### src/rtl/fetch_pkg.sv
// Shared types and constants for the DLX instruction fetch unit.
package fetch_pkg;

    localparam int FETCH_WORD_SIZE    = 32;
    localparam int FETCH_ADDRESS_SIZE = 16;
    localparam int INSTR_BYTES        = FETCH_WORD_SIZE / 8;

    typedef enum logic [1:0] {
        IDLE = 2'd0,
        REQ  = 2'd1,
        GAP  = 2'd2
    } fetch_state_t;

    typedef struct packed {
        logic [FETCH_WORD_SIZE-1:0]    word;
        logic [FETCH_ADDRESS_SIZE-1:0] pc;
    } fetch_entry_t;

endpackage

### src/rtl/fetch_fifo.sv
// Instruction buffer: registered storage with flush, full/empty flags and a free-slot count.
module fetch_fifo #(
    parameter int WIDTH = 48,
    parameter int DEPTH = 4
) (
    input  logic                   clk,
    input  logic                   rst_n,
    input  logic                   push,
    input  logic                   pop,
    input  logic                   flush,
    input  logic [WIDTH-1:0]       wr_data,
    output logic [WIDTH-1:0]       rd_data,
    output logic                   full,
    output logic                   empty,
    output logic [$clog2(DEPTH):0] free_count
);
    localparam int AW = $clog2(DEPTH);
    localparam int PW = AW + 1;

    logic [WIDTH-1:0] mem_r [DEPTH];
    logic [AW:0]      wr_ptr_r;
    logic [AW:0]      rd_ptr_r;
    logic [AW:0]      used_s;
    logic             do_push_s;
    logic             do_pop_s;

    // Occupancy from the extra-bit pointers; a flush overrides any push or pop.
    always_comb begin
        used_s     = wr_ptr_r - rd_ptr_r;
        empty      = (used_s == PW'(0));
        full       = (used_s == PW'(DEPTH));
        free_count = PW'(DEPTH) - used_s;
        do_pop_s   = pop && !empty && !flush;
        do_push_s  = push && (!full || do_pop_s) && !flush;
    end

    assign rd_data = mem_r[rd_ptr_r[AW-1:0]];

    // Pointer update.
    always_ff @(posedge clk or negedge rst_n) begin
        if (!rst_n) begin
            wr_ptr_r <= PW'(0);
            rd_ptr_r <= PW'(0);
        end else if (flush) begin
            wr_ptr_r <= PW'(0);
            rd_ptr_r <= PW'(0);
        end else begin
            if (do_push_s) begin
                wr_ptr_r <= wr_ptr_r + PW'(1);
            end
            if (do_pop_s) begin
                rd_ptr_r <= rd_ptr_r + PW'(1);
            end
        end
    end

    // Entry storage; cleared on reset so the head reads zero.
    always_ff @(posedge clk or negedge rst_n) begin
        if (!rst_n) begin
            for (int i = 0; i < DEPTH; i++) begin
                mem_r[i] <= '0;
            end
        end else if (do_push_s) begin
            mem_r[wr_ptr_r[AW-1:0]] <= wr_data;
        end
    end

endmodule

### src/rtl/instr_fetch_unit.sv
// DLX instruction fetch: drives the instruction memory, buffers words and hands them to decode.
module instr_fetch_unit
    import fetch_pkg::*;
#(
    parameter int WORD_SIZE      = 32,
    parameter int ADDRESS_SIZE   = 16,
    parameter int FIFO_DEPTH     = 4,
    parameter int RESET_PC       = 0,
    parameter int TIMEOUT_CYCLES = 16
) (
    input  logic                    clk,
    input  logic                    rst,
    output logic                    mem_enable,
    output logic [ADDRESS_SIZE-1:0] mem_address,
    input  logic [WORD_SIZE-1:0]    mem_data,
    input  logic                    mem_data_ready,
    input  logic                    redirect_valid,
    input  logic [ADDRESS_SIZE-1:0] redirect_pc,
    output logic                    instr_valid,
    input  logic                    instr_ready,
    output logic [WORD_SIZE-1:0]    instr_data,
    output logic [ADDRESS_SIZE-1:0] instr_pc,
    output logic                    fetch_error
);
    localparam int EW = WORD_SIZE + ADDRESS_SIZE;
    localparam int FW = $clog2(FIFO_DEPTH) + 1;
    localparam int TW = $clog2(TIMEOUT_CYCLES + 1);
    localparam logic [ADDRESS_SIZE-1:0] PC_RESET = ADDRESS_SIZE'(RESET_PC);
    localparam logic [ADDRESS_SIZE-1:0] PC_STEP  = ADDRESS_SIZE'(WORD_SIZE / 8);
    localparam logic [TW-1:0]           TMO_LAST = TW'(TIMEOUT_CYCLES - 1);

    fetch_state_t            state_r;
    logic [ADDRESS_SIZE-1:0] pc_r;
    logic [TW-1:0]           tmo_cnt_r;
    logic                    fetch_error_r;
    logic                    mem_enable_r;
    logic                    push_s;
    logic                    pop_s;
    logic                    can_fetch_s;
    logic                    fifo_full_s;
    logic                    fifo_empty_s;
    logic [FW-1:0]           free_count_s;
    logic [EW-1:0]           head_s;

    // Handshake decode; a redirect cancels both the pop and any response in flight.
    always_comb begin
        pop_s       = !fifo_empty_s && instr_ready && !redirect_valid;
        push_s      = (state_r == REQ) && mem_data_ready && !redirect_valid &&
                      (!fifo_full_s || pop_s);
        can_fetch_s = (free_count_s != FW'(0)) && !fetch_error_r;
    end

    fetch_fifo #(
        .WIDTH (EW),
        .DEPTH (FIFO_DEPTH)
    ) u_fifo (
        .clk        (clk),
        .rst_n      (rst),
        .push       (push_s),
        .pop        (pop_s),
        .flush      (redirect_valid),
        .wr_data    ({mem_data, pc_r}),
        .rd_data    (head_s),
        .full       (fifo_full_s),
        .empty      (fifo_empty_s),
        .free_count (free_count_s)
    );

    // Fetch FSM; GAP keeps ENABLE low for one cycle so a stale DATA_READY is never sampled.
    always_ff @(posedge clk or negedge rst) begin
        if (!rst) begin
            state_r       <= IDLE;
            pc_r          <= PC_RESET;
            tmo_cnt_r     <= TW'(0);
            fetch_error_r <= 1'b0;
            mem_enable_r  <= 1'b0;
        end else if (redirect_valid) begin
            pc_r          <= redirect_pc;
            tmo_cnt_r     <= TW'(0);
            fetch_error_r <= 1'b0;
            mem_enable_r  <= 1'b0;
            state_r       <= (state_r == REQ) ? GAP : IDLE;
        end else begin
            case (state_r)
                IDLE, GAP: begin
                    if (can_fetch_s) begin
                        state_r      <= REQ;
                        mem_enable_r <= 1'b1;
                    end else begin
                        state_r      <= IDLE;
                        mem_enable_r <= 1'b0;
                    end
                end
                REQ: begin
                    if (mem_data_ready) begin
                        pc_r         <= pc_r + PC_STEP;
                        tmo_cnt_r    <= TW'(0);
                        state_r      <= GAP;
                        mem_enable_r <= 1'b0;
                    end else if (tmo_cnt_r == TMO_LAST) begin
                        fetch_error_r <= 1'b1;
                        tmo_cnt_r     <= TW'(0);
                        state_r       <= IDLE;
                        mem_enable_r  <= 1'b0;
                    end else begin
                        tmo_cnt_r <= tmo_cnt_r + TW'(1);
                    end
                end
                default: begin
                    state_r      <= IDLE;
                    mem_enable_r <= 1'b0;
                end
            endcase
        end
    end

    assign mem_enable  = mem_enable_r;
    assign mem_address = pc_r;
    assign fetch_error = fetch_error_r;
    assign instr_valid = !fifo_empty_s;
    assign instr_data  = head_s[EW-1:ADDRESS_SIZE];
    assign instr_pc    = head_s[ADDRESS_SIZE-1:0];

endmodule

### config.mk
export PLATFORM = sky130hd
export DESIGN_NAME = instr_fetch_unit
export DESIGN_NICKNAME = d
export VERILOG_FILES = /design/src/rtl/fetch_pkg.sv /design/src/rtl/fetch_fifo.sv /design/src/rtl/instr_fetch_unit.sv
export SDC_FILE = /design/constraint.sdc
export NUM_CORES = 1
export LEC_CHECK = 0
export BUFFER_PORTS_ARGS = -buffer_cell sky130_fd_sc_hd__buf_2
export CORE_MARGIN = 5
export CORE_UTILIZATION = 63
export DETAILED_ROUTE_END_ITERATION = 7
export PLACE_DENSITY = 0.87
export SYNTH_ARGS = -nofsm -noshare
export SYNTH_HDL_FRONTEND = slang
export SYNTH_SLANG_ARGS = --single-unit
### constraint.sdc
create_clock -name clk -period 5.35 [get_ports clk]
set_clock_uncertainty 0.2 [all_clocks]
set_input_delay 0 -clock clk [delete_from_list [all_inputs] [get_ports clk]]
set_output_delay 0 -clock clk [all_outputs]
set_load 0.005 [all_outputs]
==> flow_summary.ini <==
[global_route]
antenna_found_initial = 0
first_global_vias = 7342
grt_pass1_wl_um = 39500
groute.usage.overall_pct = 27.2
overflow = 0
grt_max_degree = 93

[power_and_ir_drop]
finalPower_w = 0.00585
pwr-share-clk_pct = 29.1
power.switching_w = 0.00168
power_density_mw_per_mm2 = 471
p_int_w = 0.00417
swShare_pct = 28.8
ir_worst_vdd_mv = 0.316
combinationalPowerShare_pct = 30.5
p_leak_nw = 5.82
p_seq_share_pct = 40.4

[floorplanning]
io_pins = 120
die_h_um = 136
core_area_sq_mm = 0.0158
initial_core_util_pct = 63.6
rows = 46
dieArea_sq_mm = 0.0185
die_x_um = 136

[synth]
yosysSeqAreaShare_pct = 55.7
syn_avg_cell_area_sq_um = 15.4
synth_area_sq_mm = 0.0100
synthesis.nets = 714
yosysUniqueCellTypes = 41
synth_cells = 650
ys_warn_count = 0
synth_seq_cells = 223

[clock_network]
cts_resized = 0
cts_buffers = 24
clk_pin_slew_ns = 0.06
cts_tree = done
clk_path_buf_depth = 3
clkSinkCount = 223
cts-root-buf = clkbuf_16
h-tree-depth = 1
clkLatencyLatePin_ns = 0.51

[sta]
post-route-min-period_ns = 4.03
fin_tns_setup_ns = 0
period_share_pct = 75.3
tightest_slew_ns = 0.998
fmax_mhz = 248
drv_slew = 0
setup_viol = 0
maxSlewHeadroom_pct = 33.5
hold_viol = 0
fin_ws_ns = 1.32
rsz0062_at_grt = no

[finish]
nNetsFinal = 912
fill_cells = 822
layout-drive-gt1-share_pct = 48.6
seq_area_sq_mm = 0.00559
area_growth_pct = 23.9
diodes = 0
multi_input_area_sq_mm = 0.00418
final_core_util_pct = 78.8

[route]
via_per_inst = 6.00
firstDrtPassIters = 4
dr.first_iter.drc_count = 419
drcViolationCount = 0
wire_per_inst_um = 22.4
ant_nets = 0
totalWireLength_um = 24200
dr_total_vias = 6477

[worst_hold_path]
holdPathStages = 3
hp-class = input pin to register
holdCritStartpoint = mem_data[22]
whs_endpoint = u_fifo.mem_r[38]$_DFFE_PN0P_

[setup_path]
r2r-start = u_fifo.wr_ptr_r[0]$_DFFE_PN0P_
crit_fanout = 23
r2r_end = u_fifo.mem_r[167]$_DFFE_PN0P_
worst_ep_arrival_time_ns = 4.21
cp-start-kind = register
crit_type = register to register
ff2ff_path_depth = 11
end_kind = register
ff2ff_setup_slack_ns = 1.32
cp.required_ns = 5.53

[place]
placement.setup.worst_slack_ns = 1.37
gp_congestion = 0.865
hpwl_um = 14200
io_buffers = 119

[job]
drv_cap = 0

[status]
status = complete, no violations
[routing by layer]
metal	global-route usage, %	routed length (um)	share of wire [%]	vias to the layer above
li1	-	-	-	2771
met5	0	0	0	-
met3	4.48	1390	5.8	46
met2	48.6	13000	54	228
met1	34.7	9380	39	3432
met4	7.45	452	1.9	0
[flip-flops by register name, indices dropped and copies added (netlist names)]
register	flops
u_fifo.mem_r	192
mem_address	16
tmo_cnt_r	5
u_fifo.rd_ptr_r	3
u_fifo.wr_ptr_r	3
state_r	2
fetch_error	1
mem_enable	1
[power groups by stage]
stage                     Sequential [W]  Clock [W]  Combinational, W
after global routing             0.00240    0.00180           0.00195
final                            0.00237    0.00170           0.00178
after global placement           0.00232          0           0.00165
after floorplan                  0.00226          0           0.00116
after detailed placement         0.00237          0           0.00171
after CTS                        0.00235    0.00172           0.00179
[how the worst max path moves through the flow]
stage | slack, ns | endpoint | startpoint
3_3_place_gp | 1.58 | u_fifo.mem_r[118]$_DFFE_PN0P_ | u_fifo.wr_ptr_r[0]$_DFFE_PN0P_
4_1_cts | 1.36 | u_fifo.mem_r[121]$_DFFE_PN0P_ | u_fifo.wr_ptr_r[0]$_DFFE_PN0P_
6_report | 1.32 | u_fifo.mem_r[167]$_DFFE_PN0P_ | u_fifo.wr_ptr_r[0]$_DFFE_PN0P_
5_1_grt | 1.19 | u_fifo.mem_r[169]$_DFFE_PN0P_ | u_fifo.wr_ptr_r[0]$_DFFE_PN0P_
2_1_floorplan | 2.13 | u_fifo.mem_r[28]$_DFFE_PN0P_ | u_fifo.wr_ptr_r[0]$_DFFE_PN0P_
3_5_place_dp | 1.37 | u_fifo.mem_r[159]$_DFFE_PN0P_ | u_fifo.wr_ptr_r[0]$_DFFE_PN0P_
[area by class of cell]
type	count	share of cell area (%)
inverters	8	0.242
flip-flops and latches	223	45.0
clock buffers	34	5.63
clock inverters	8	0.927
repair buffers	214	12.4
well taps	216	2.18
multi-input cells	377	33.7
[worst max-delay path, stage by stage (launching register included)]
cell and delay [ns]:
dfrtp_1 0.42, inv_1 0.10, ha_1 0.20, fa_1 0.39, xnor2_1 0.15, xor2_1 0.16, ha_1 0.22, nand2b_1 0.24
a211oi_1 0.38, and2_2 0.66, buf_4 0.36, mux2_2 0.38
[layout by cell type (no fill, tap or decap), types with 3 or more instances in the layout]
cell	count
nor4_1	4
xor2_1	4
clkbuf_1	5
nor3b_1	4
nand2_1	22
nand3_1	7
clkbuf_8	5
o21ai_0	12
a21oi_1	5
nor2b_1	4
mux2_2	194
nor3_1	6
bufinv_16	3
inv_1	8
mux2i_1	3
and2_2	3
mux4_2	48
xnor2_1	11
clkinv_2	5
nor2_1	16
buf_4	13
buf_2	118
clkbuf_16	25
dlygate4sd3_1	81
dfrtp_1	221
ha_1	10
[cell usage after synthesis]
library cell  instances  area (sq um)
dfrtp_1             223          5580
mux2_2              194          2180
mux4_2               48          1080
nand2_1              22          82.6
buf_2                16          80.1
nor2_1               16          60.1
o21ai_0              12          60.1
xnor2_1              11          96.3
ha_1                 10           125
clkbuf_1              9          33.8
inv_1                 8          30.0
buf_1                 7          26.3
nand3_1               7          35.0
buf_6                 6          67.6
nor3_1                6          30.0
a21oi_1               5          25.0
and2_1                4          25.0
buf_4                 4          30.0
nor2b_1               4          25.0
nor3b_1               4          30.0
nor4_1                4          25.0
xor2_1                4          35.0
mux2i_1               3          30.0
a221o_1               2          20.0
a31oi_1               2          12.5
nand2b_1              2          12.5
nand4_1               2          12.5
o41ai_1               2          17.5
a2111oi_4             1          27.5
a211oi_1              1          7.51
a21o_1                1          7.51
a22o_1                1          8.76
a22oi_1               1          7.51
and4b_1               1          10.0
fa_1                  1          20.0
nand3b_1              1          7.51
nand3b_2              1          11.3
nand4b_4              1          23.8
o21bai_1              1          7.51
or3_1                 1          6.26
or4_1                 1          7.51
[cell families (layout without fill, tap and decap cells)]
group | after synthesis | count (layout) | synth area share, %
mux | 245 | 245 | 32.9
xor+xnor | 15 | 15 | 1.31
compound gates | 29 | 29 | 2.01
simple gates | 77 | 77 | 4.03
fa+ha+maj | 11 | 11 | 1.45
flops | 223 | 223 | 55.7
buf+inv | 50 | 264 | 2.67
[timing repair]
action / CTS / global route
hold endpoints to repair: 251 / 0
endpoints found under the setup margin: 0 / 0
setup buffers: 0 / 0
hold buffers: 82 / 0
[stage by stage]
stage	hold WS, ns	instance area [sq um]	cells
2_1_floorplan	-0.496	10000	650
3_3_place_gp	-0.0949	10800	956
3_5_place_dp	-0.0777	10800	956
4_1_cts	0.0920	12400	1080
5_1_grt	0.100	12400	1080
6_report	0.0965	12400	1080
No activity file was read; power rests on OpenSTA's default activity.
